--- src/rtl/mips_isa_pkg.sv ---
// Shared MIPS ISA definitions: the mnemonic codes, opcode/funct values and
// instruction field positions used by both the encoder and the decoder.
package mips_isa_pkg;

  typedef enum logic [4:0] {
    MN_ADD   = 5'd0,
    MN_ADDU  = 5'd1,
    MN_SUB   = 5'd2,
    MN_SUBU  = 5'd3,
    MN_AND   = 5'd4,
    MN_OR    = 5'd5,
    MN_NOR   = 5'd6,
    MN_SLT   = 5'd7,
    MN_SLTU  = 5'd8,
    MN_SLL   = 5'd9,
    MN_SRL   = 5'd10,
    MN_JR    = 5'd11,
    MN_ADDI  = 5'd12,
    MN_ADDIU = 5'd13,
    MN_SLTI  = 5'd14,
    MN_SLTIU = 5'd15,
    MN_ANDI  = 5'd16,
    MN_ORI   = 5'd17,
    MN_LUI   = 5'd18,
    MN_BEQ   = 5'd19,
    MN_BNE   = 5'd20,
    MN_LW    = 5'd21,
    MN_LBU   = 5'd22,
    MN_LHU   = 5'd23,
    MN_SB    = 5'd24,
    MN_SH    = 5'd25,
    MN_SW    = 5'd26,
    MN_J     = 5'd27,
    MN_JAL   = 5'd28
  } mnemonic_e;

  typedef enum logic [1:0] {
    FMT_R,
    FMT_I,
    FMT_J
  } fmt_e;

  localparam logic [5:0] OPC_RTYPE = 6'h00;
  localparam logic [5:0] OPC_J     = 6'h02;
  localparam logic [5:0] OPC_JAL   = 6'h03;
  localparam logic [5:0] OPC_BEQ   = 6'h04;
  localparam logic [5:0] OPC_BNE   = 6'h05;
  localparam logic [5:0] OPC_ADDI  = 6'h08;
  localparam logic [5:0] OPC_ADDIU = 6'h09;
  localparam logic [5:0] OPC_SLTI  = 6'h0A;
  localparam logic [5:0] OPC_SLTIU = 6'h0B;
  localparam logic [5:0] OPC_ANDI  = 6'h0C;
  localparam logic [5:0] OPC_ORI   = 6'h0D;
  localparam logic [5:0] OPC_LUI   = 6'h0F;
  localparam logic [5:0] OPC_LW    = 6'h23;
  localparam logic [5:0] OPC_LBU   = 6'h24;
  localparam logic [5:0] OPC_LHU   = 6'h25;
  localparam logic [5:0] OPC_SB    = 6'h28;
  localparam logic [5:0] OPC_SH    = 6'h29;
  localparam logic [5:0] OPC_SW    = 6'h2B;

  localparam logic [5:0] FN_SLL  = 6'h00;
  localparam logic [5:0] FN_SRL  = 6'h02;
  localparam logic [5:0] FN_JR   = 6'h08;
  localparam logic [5:0] FN_ADD  = 6'h20;
  localparam logic [5:0] FN_ADDU = 6'h21;
  localparam logic [5:0] FN_SUB  = 6'h22;
  localparam logic [5:0] FN_SUBU = 6'h23;
  localparam logic [5:0] FN_AND  = 6'h24;
  localparam logic [5:0] FN_OR   = 6'h25;
  localparam logic [5:0] FN_NOR  = 6'h27;
  localparam logic [5:0] FN_SLT  = 6'h2A;
  localparam logic [5:0] FN_SLTU = 6'h2B;

  localparam int unsigned OP_LSB    = 26;
  localparam int unsigned RS_LSB    = 21;
  localparam int unsigned RT_LSB    = 16;
  localparam int unsigned RD_LSB    = 11;
  localparam int unsigned SHAMT_LSB = 6;
  localparam int unsigned FUNCT_LSB = 0;

endpackage

--- src/rtl/mips_encode_word.sv ---
// Combinational mnemonic + fields -> canonical 32-bit MIPS word.
module mips_encode_word
  import mips_isa_pkg::*;
(
  input  logic [4:0]  op_i,
  input  logic [4:0]  rs_i,
  input  logic [4:0]  rt_i,
  input  logic [4:0]  rd_i,
  input  logic [4:0]  shamt_i,
  input  logic [15:0] imm_i,
  input  logic [25:0] target_i,
  output logic [31:0] word_o,
  output logic        legal_o
);

  mnemonic_e  mn;
  fmt_e       fmt;
  logic [5:0] opc;
  logic [5:0] fn;
  logic [4:0] rs;
  logic [4:0] rt;
  logic [4:0] rd;
  logic [4:0] sh;

  assign mn = mnemonic_e'(op_i);

  // Unused fields default to the caller's value; shamt defaults to zero so
  // only the shifts need to pass it through.
  always_comb begin
    fmt     = FMT_R;
    opc     = OPC_RTYPE;
    fn      = '0;
    rs      = rs_i;
    rt      = rt_i;
    rd      = rd_i;
    sh      = '0;
    legal_o = 1'b1;
    case (mn)
      MN_ADD:   fn = FN_ADD;
      MN_ADDU:  fn = FN_ADDU;
      MN_SUB:   fn = FN_SUB;
      MN_SUBU:  fn = FN_SUBU;
      MN_AND:   fn = FN_AND;
      MN_OR:    fn = FN_OR;
      MN_NOR:   fn = FN_NOR;
      MN_SLT:   fn = FN_SLT;
      MN_SLTU:  fn = FN_SLTU;
      MN_SLL:   begin fn = FN_SLL; rs = '0; sh = shamt_i; end
      MN_SRL:   begin fn = FN_SRL; rs = '0; sh = shamt_i; end
      MN_JR:    begin fn = FN_JR;  rt = '0; rd = '0; end
      MN_ADDI:  begin fmt = FMT_I; opc = OPC_ADDI;  end
      MN_ADDIU: begin fmt = FMT_I; opc = OPC_ADDIU; end
      MN_SLTI:  begin fmt = FMT_I; opc = OPC_SLTI;  end
      MN_SLTIU: begin fmt = FMT_I; opc = OPC_SLTIU; end
      MN_ANDI:  begin fmt = FMT_I; opc = OPC_ANDI;  end
      MN_ORI:   begin fmt = FMT_I; opc = OPC_ORI;   end
      MN_LUI:   begin fmt = FMT_I; opc = OPC_LUI; rs = '0; end
      MN_BEQ:   begin fmt = FMT_I; opc = OPC_BEQ;   end
      MN_BNE:   begin fmt = FMT_I; opc = OPC_BNE;   end
      MN_LW:    begin fmt = FMT_I; opc = OPC_LW;    end
      MN_LBU:   begin fmt = FMT_I; opc = OPC_LBU;   end
      MN_LHU:   begin fmt = FMT_I; opc = OPC_LHU;   end
      MN_SB:    begin fmt = FMT_I; opc = OPC_SB;    end
      MN_SH:    begin fmt = FMT_I; opc = OPC_SH;    end
      MN_SW:    begin fmt = FMT_I; opc = OPC_SW;    end
      MN_J:     begin fmt = FMT_J; opc = OPC_J;     end
      MN_JAL:   begin fmt = FMT_J; opc = OPC_JAL;   end
      default:  legal_o = 1'b0;
    endcase
  end

  always_comb begin
    word_o = '0;
    if (legal_o) begin
      case (fmt)
        FMT_I: word_o = (32'(opc) << OP_LSB) | (32'(rs) << RS_LSB) |
                        (32'(rt) << RT_LSB) | 32'(imm_i);
        FMT_J: word_o = (32'(opc) << OP_LSB) | 32'(target_i);
        default: word_o = (32'(opc) << OP_LSB) | (32'(rs) << RS_LSB) |
                          (32'(rt) << RT_LSB) | (32'(rd) << RD_LSB) |
                          (32'(sh) << SHAMT_LSB) | (32'(fn) << FUNCT_LSB);
      endcase
    end
  end

endmodule

--- src/rtl/mips_instr_encoder.sv ---
// Mnemonic-level instruction encoder: buffers requests in a 2-entry FIFO and
// issues encoded words to sequential instruction-memory addresses.
module mips_instr_encoder
  import mips_isa_pkg::*;
#(
  parameter int unsigned           ADDR_W     = 32,
  parameter logic [ADDR_W-1:0]     RESET_ADDR = '0
) (
  input  logic              clk,
  input  logic              rst_n,
  input  logic              addr_load,
  input  logic [ADDR_W-1:0] addr_in,
  input  logic              in_valid,
  output logic              in_ready,
  input  logic [4:0]        in_op,
  input  logic [4:0]        in_rs,
  input  logic [4:0]        in_rt,
  input  logic [4:0]        in_rd,
  input  logic [4:0]        in_shamt,
  input  logic [15:0]       in_imm,
  input  logic [25:0]       in_target,
  output logic              wr_valid,
  input  logic              wr_ready,
  output logic [ADDR_W-1:0] wr_addr,
  output logic [31:0]       wr_data,
  output logic              err_illegal,
  output logic [15:0]       word_count
);

  logic [31:0]       enc_word;
  logic              enc_legal;

  logic [1:0]        count_q, count_d;
  logic [ADDR_W-1:0] ent_addr_q [2];
  logic [ADDR_W-1:0] ent_addr_d [2];
  logic [31:0]       ent_data_q [2];
  logic [31:0]       ent_data_d [2];
  logic [ADDR_W-1:0] addr_q, addr_d;
  logic              in_ready_q, in_ready_d;
  logic              err_q, err_d;
  logic [15:0]       word_count_q, word_count_d;

  logic              accept, push, pop;
  logic [ADDR_W-1:0] base;

  mips_encode_word u_enc (
    .op_i     (in_op),
    .rs_i     (in_rs),
    .rt_i     (in_rt),
    .rd_i     (in_rd),
    .shamt_i  (in_shamt),
    .imm_i    (in_imm),
    .target_i (in_target),
    .word_o   (enc_word),
    .legal_o  (enc_legal)
  );

  // Shift-register FIFO: entry 0 is always the head, so a pop moves entry 1
  // down and a push lands in the first slot left free after that move.
  always_comb begin
    accept        = in_valid & in_ready_q;
    push          = accept & enc_legal;
    pop           = (count_q != 2'd0) & wr_ready;
    base          = addr_load ? (addr_in & ~ADDR_W'(3)) : addr_q;
    addr_d        = push ? base + ADDR_W'(4) : base;
    count_d       = count_q + 2'(push) - 2'(pop);
    in_ready_d    = (count_d != 2'd2);
    err_d         = accept & ~enc_legal;
    word_count_d  = word_count_q + 16'(push);
    ent_addr_d[0] = ent_addr_q[0];
    ent_addr_d[1] = ent_addr_q[1];
    ent_data_d[0] = ent_data_q[0];
    ent_data_d[1] = ent_data_q[1];
    if (pop) begin
      ent_addr_d[0] = ent_addr_q[1];
      ent_data_d[0] = ent_data_q[1];
    end
    if (push) begin
      if ((count_q - 2'(pop)) == 2'd0) begin
        ent_addr_d[0] = base;
        ent_data_d[0] = enc_word;
      end else begin
        ent_addr_d[1] = base;
        ent_data_d[1] = enc_word;
      end
    end
  end

  always_ff @(posedge clk or negedge rst_n) begin
    if (!rst_n) begin
      count_q       <= '0;
      ent_addr_q[0] <= '0;
      ent_addr_q[1] <= '0;
      ent_data_q[0] <= '0;
      ent_data_q[1] <= '0;
      addr_q        <= RESET_ADDR;
      in_ready_q    <= 1'b1;
      err_q         <= 1'b0;
      word_count_q  <= '0;
    end else begin
      count_q       <= count_d;
      ent_addr_q[0] <= ent_addr_d[0];
      ent_addr_q[1] <= ent_addr_d[1];
      ent_data_q[0] <= ent_data_d[0];
      ent_data_q[1] <= ent_data_d[1];
      addr_q        <= addr_d;
      in_ready_q    <= in_ready_d;
      err_q         <= err_d;
      word_count_q  <= word_count_d;
    end
  end

  assign in_ready    = in_ready_q;
  assign wr_valid    = (count_q != 2'd0);
  assign wr_addr     = ent_addr_q[0];
  assign wr_data     = ent_data_q[0];
  assign err_illegal = err_q;
  assign word_count  = word_count_q;

endmodule

--- config.mk ---
export PLATFORM = sky130hd
export DESIGN_NAME = mips_instr_encoder
export DESIGN_NICKNAME = d
export VERILOG_FILES = /design/src/rtl/mips_isa_pkg.sv /design/src/rtl/mips_encode_word.sv /design/src/rtl/mips_instr_encoder.sv
export SDC_FILE = /design/constraint.sdc
export NUM_CORES = 1
export LEC_CHECK = 0
export ABC_AREA = 1
export CAP_MARGIN = 20
export CORE_MARGIN = 3
export CORE_UTILIZATION = 35
export DETAILED_ROUTE_END_ITERATION = 7
export GPL_TIMING_DRIVEN = 1
export PLACE_DENSITY_LB_ADDON = 0.08
export SLEW_MARGIN = 5
export SYNTH_ARGS = -nofsm -noshare
export SYNTH_HDL_FRONTEND = slang
export SYNTH_SLANG_ARGS = --single-unit
--- constraint.sdc ---
create_clock -name clk -period 4.9 [get_ports clk]
set_input_delay 0.49 -clock clk [delete_from_list [all_inputs] [get_ports clk]]
set_output_delay 0.49 -clock clk [all_outputs]
set_load 0.1 [all_outputs]
==> metrics list <==
* Chip Width: 176 um
- Using the TritonRoute via totals, the vias-per-cell ratio works out to 4.70.
- Counting every net in the synthesized netlist gives 1,443.
- Counting cells, the worst reg-to-reg path comes to 10.
- Crit end category: flop
- The number of endpoints with negative hold slack in the final report is 0.
* CTS Buffer Depth: 2
- The placed instances occupy a cell area of 11,600 um^2.
- Die outline area: 30,800 um^2
- The startpoint identified for the worst register-to-register timing path is count_q[1].
- CTS Hold Bufs: 0
* Pin count of the biggest net entering global routing: 93
- Worst-path cell with the longest stage delay: sky130_fd_sc_hd__clkdlybuf4s50_1
* Path category of the worst min-delay check: in -> async
- Once the clock tree was built, the setup fixing pass inserted 0 buffers.
- The floorplan step set the die height to 176 um.
- The cell sitting at the root of the clock tree is a sky130_fd_sc_hd__clkbuf_16.
- In the final timing run, aggregate negative setup slack is 0 ns.
* Fraction of final layout cells sized beyond drive strength 1: 7.87%
- Across the whole layout, storage elements account for 4480 um^2.
* IR Drop Worst-Case VDD: 0.622 mV
- Setup slack on the worst flop-to-flop path: 1.92 ns
- During placement, the flow inserted port buffers numbering 184.
* Router iterations before antenna repair: 5
- Vias after detailed routing: 8,520
* Number of synthesized flops with an enable pin: 0
- Maximum frequency from static timing analysis: 290 MHz
* Most common library cell in the layout ignoring fill and taps: sky130_fd_sc_hd__nand2_1
- Summing every instance area after synthesis gives 10,100 um^2.
* Core utilization of the finished layout: 43.6%
- Startpoint type of the worst setup path: primary input
* Arr. time, crit path: 3.82 ns
- Clock Skew: 0.0183 ns
- Setup violations remaining at the end of the flow were counted as 0.
- The total count of max-transition violations in the final report came to 0.
- Delay of the slowest cell on the worst path: 0.62 ns
* Highest-count cells in the layout ignoring fill and taps: sky130_fd_sc_hd__nand2_1 (532), sky130_fd_sc_hd__clkdlybuf4s50_1 (183), sky130_fd_sc_hd__dfrtp_1 (178)
- Final Instance Count excl. Fillers: 1,814
* Leak pwr: 5.70 nW
- Synthesis produced a netlist whose cell count is 1,333.
- In this run the worst path has a maximum fanout of 26.
- Net count, final: 1,533
- H-tree levels: 4
- The critical path is of the in -> reg type.
* Total wirelength of the detailed-routed design: 28,600 um
- Core area: 28,100 um^2
- Unique cell type count in the Yosys netlist: 41
- Relative area change from synthesis to final layout: 21.6%
- The run finished with clean final reports.
- The initialized floorplan defines 61 standard-cell rows.
* Multi-input logic area: 4380 um^2
* Avg Inst Size Synth: 7.55 um^2
- Setup repair after global routing missed its margin: false
- Clock insertion delay at the later pin of the skew report: 0.44 ns
- In this run the tightest slew margin relative to its limit is 28.3%.
- Overall routing resource usage: 18.8%
- Global routing finished with a remaining overflow of 0.
- CTS-repair resized insts: 0
* Number of flip-flops and latches in the synthesized netlist: 179
* Number of sinks on the clock net: 179
- Transition time at the pin with the least slew margin: 1.07 ns
- Most used flip-flop cell after synthesis: sky130_fd_sc_hd__dfrtp_1
- Number of max-cap violations: 0
* Initial antenna violation count: 0
* Global-route wire length before repair: 46,000 um
* Post-detail-place hpwl: 20,100 um
- The most numerous cell type found on the critical path is sky130_fd_sc_hd__nor2_1.
* CTS clk-pin slew, worst paths: 0.08 ns
* Final Instance Area: 12,200 um^2
- Gpl congestion: 0.844
- The via count of the first global-routing pass came to 8,182.
- Power comes to 0.00765 W.
- Yosys warning count: 0
- Ports placed on the boundary: 187
- For this run, asynchronously set or reset flops after synthesis account for 100%.
- Data on the critical path is required at its endpoint by 5.26 ns.
- The detail route stage leaves a number of antenna-violating nets equal to 0.
- The signal on the critical path passes through clkdlybuf4s50_1 -> o2111ai_4 -> nand2_4 -> inv_4 -> ha_1 -> ha_1 -> nand3_1 -> nor2_1 -> nand2_1 -> nor2_1 -> nand4_1 -> nor2_1 -> xor2_1.
- Dpl cells: 1,782
- DRC marker count from the first detailed-route iteration: 556
- In the routed design, unresolved DRC markers number 0.
- Power density relative to cell area: 625 nW/um^2
* Fraction of the cycle the final worst path needs: 70.5%
- Clock period minus worst slack: 3.45 ns
* Initial Utilization: 35.8%
- Clock tree synthesis inserted a total of 17 buffers.
- In the final routed layout, each cell accounts on average for 15.8 um.
- Number of inserted filler cells in the final layout: 2,920
- Sequential fraction of the synthesis area: 44.5%
- TritonCTS built the clock tree.
- The worst register-to-register path ends at in_ready.
- Final antenna diode count: 0
per-stage QoR:
stage	hold WS (ns)	setup WS, ns
3_3_place_gp	0.458	0.956
4_1_cts	0.156	1.38
6_report	0.0883	1.45
5_1_grt	0.184	1.08
3_5_place_dp	0.459	0.922
2_1_floorplan	0.194	2.06
logic make-up (layout without fill, tap and decap cells):
logic type,Yosys count,after routing,synth area share [%]
muxes,8,8,0.796
AOI/OAI and AO/OA,174,174,9.69
buffers and inverters,219,322,11.9
adders and majority gates,6,6,0.746
and+or+nand+nor,721,721,30.0
xor gates and xnor gates,26,26,2.26
DFF,179,179,44.5
cells in the mapped netlist, types with 7 or more instances:
master	number	area share [%]
sky130_fd_sc_hd__mux2i_1	8	0.80
sky130_fd_sc_hd__o21ai_0	120	6.0
sky130_fd_sc_hd__nand2_2	26	1.6
sky130_fd_sc_hd__a21oi_1	10	0.50
sky130_fd_sc_hd__nor2_1	66	2.5
sky130_fd_sc_hd__buf_2	23	1.1
sky130_fd_sc_hd__nand2_1	533	20
sky130_fd_sc_hd__o21ai_1	19	0.95
sky130_fd_sc_hd__buf_4	74	5.5
sky130_fd_sc_hd__xor2_1	18	1.6
sky130_fd_sc_hd__or2_2	7	0.44
sky130_fd_sc_hd__o211ai_1	11	0.82
sky130_fd_sc_hd__inv_1	83	3.1
sky130_fd_sc_hd__nor2_2	7	0.44
sky130_fd_sc_hd__nand3_1	47	2.3
sky130_fd_sc_hd__nand4_1	16	1.0
sky130_fd_sc_hd__clkbuf_1	20	0.75
sky130_fd_sc_hd__xnor2_1	8	0.70
sky130_fd_sc_hd__nor2_4	8	0.90
sky130_fd_sc_hd__dfrtp_1	178	44
where the power goes:
group	switching, W	leakage, nW	total, W	internal, W
sequential	0.000280	2.28	0.00230	0.00202
clock	0.000689	0.285	0.00137	0.000686
combinational	0.00301	3.14	0.00397	0.000968
total	0.00397	5.70	0.00765	0.00367
worst max-delay path, delay by kind of cell:
family,cells,cell delay [ns]
XOR/XNOR,1,0.15
AO/OA/AOI/OAI,1,0.58
AND/OR/NAND/NOR,7,1.16
adder cells (fa/ha/maj),2,0.42
buffers and inverters,2,1.01
state kept, by name (all words and copies together) (netlist names):
| name | flops |
|---|---|
| addr_q | 32 |
| count_q | 2 |
| ent_addr_q | 32 |
| ent_data_q | 31 |
| err_illegal | 1 |
| in_ready | 1 |
| word_count | 16 |
| wr_addr | 32 |
| wr_data | 32 |
how the worst max path moves through the flow:
stage                     startpoint             end  slack, ns  cells past startpoint
after detailed placement    in_op[0]  word_count[12]       0.92                     13
after floorplan             in_ready  word_count[12]       2.06                     14
after global routing        in_op[0]  word_count[15]       1.08                     12
after global placement      in_op[0]  word_count[12]       0.96                     13
final                       in_op[0]  word_count[12]       1.45                     13
after CTS                   in_op[0]  word_count[12]       1.38                     13
routing by layer:
layer	global-route usage, %	part of all wire (%)	vias to the layer above
li1	-	-	4343
met3	3.24	4.5	27
met4	4.16	1.3	0
met5	0	0	-
met2	29.5	45	177
met1	27.3	50	3973
area by class of cell:
type,count,area share (%)
flip-flops and latches,179,36.6
multi-input cells,935,35.8
repair buffers,197,16.0
well taps,378,3.87
clock buffers,17,3.48
inverters,93,2.94
clock inverters,15,1.32
(Power assumes the default switching activity.)
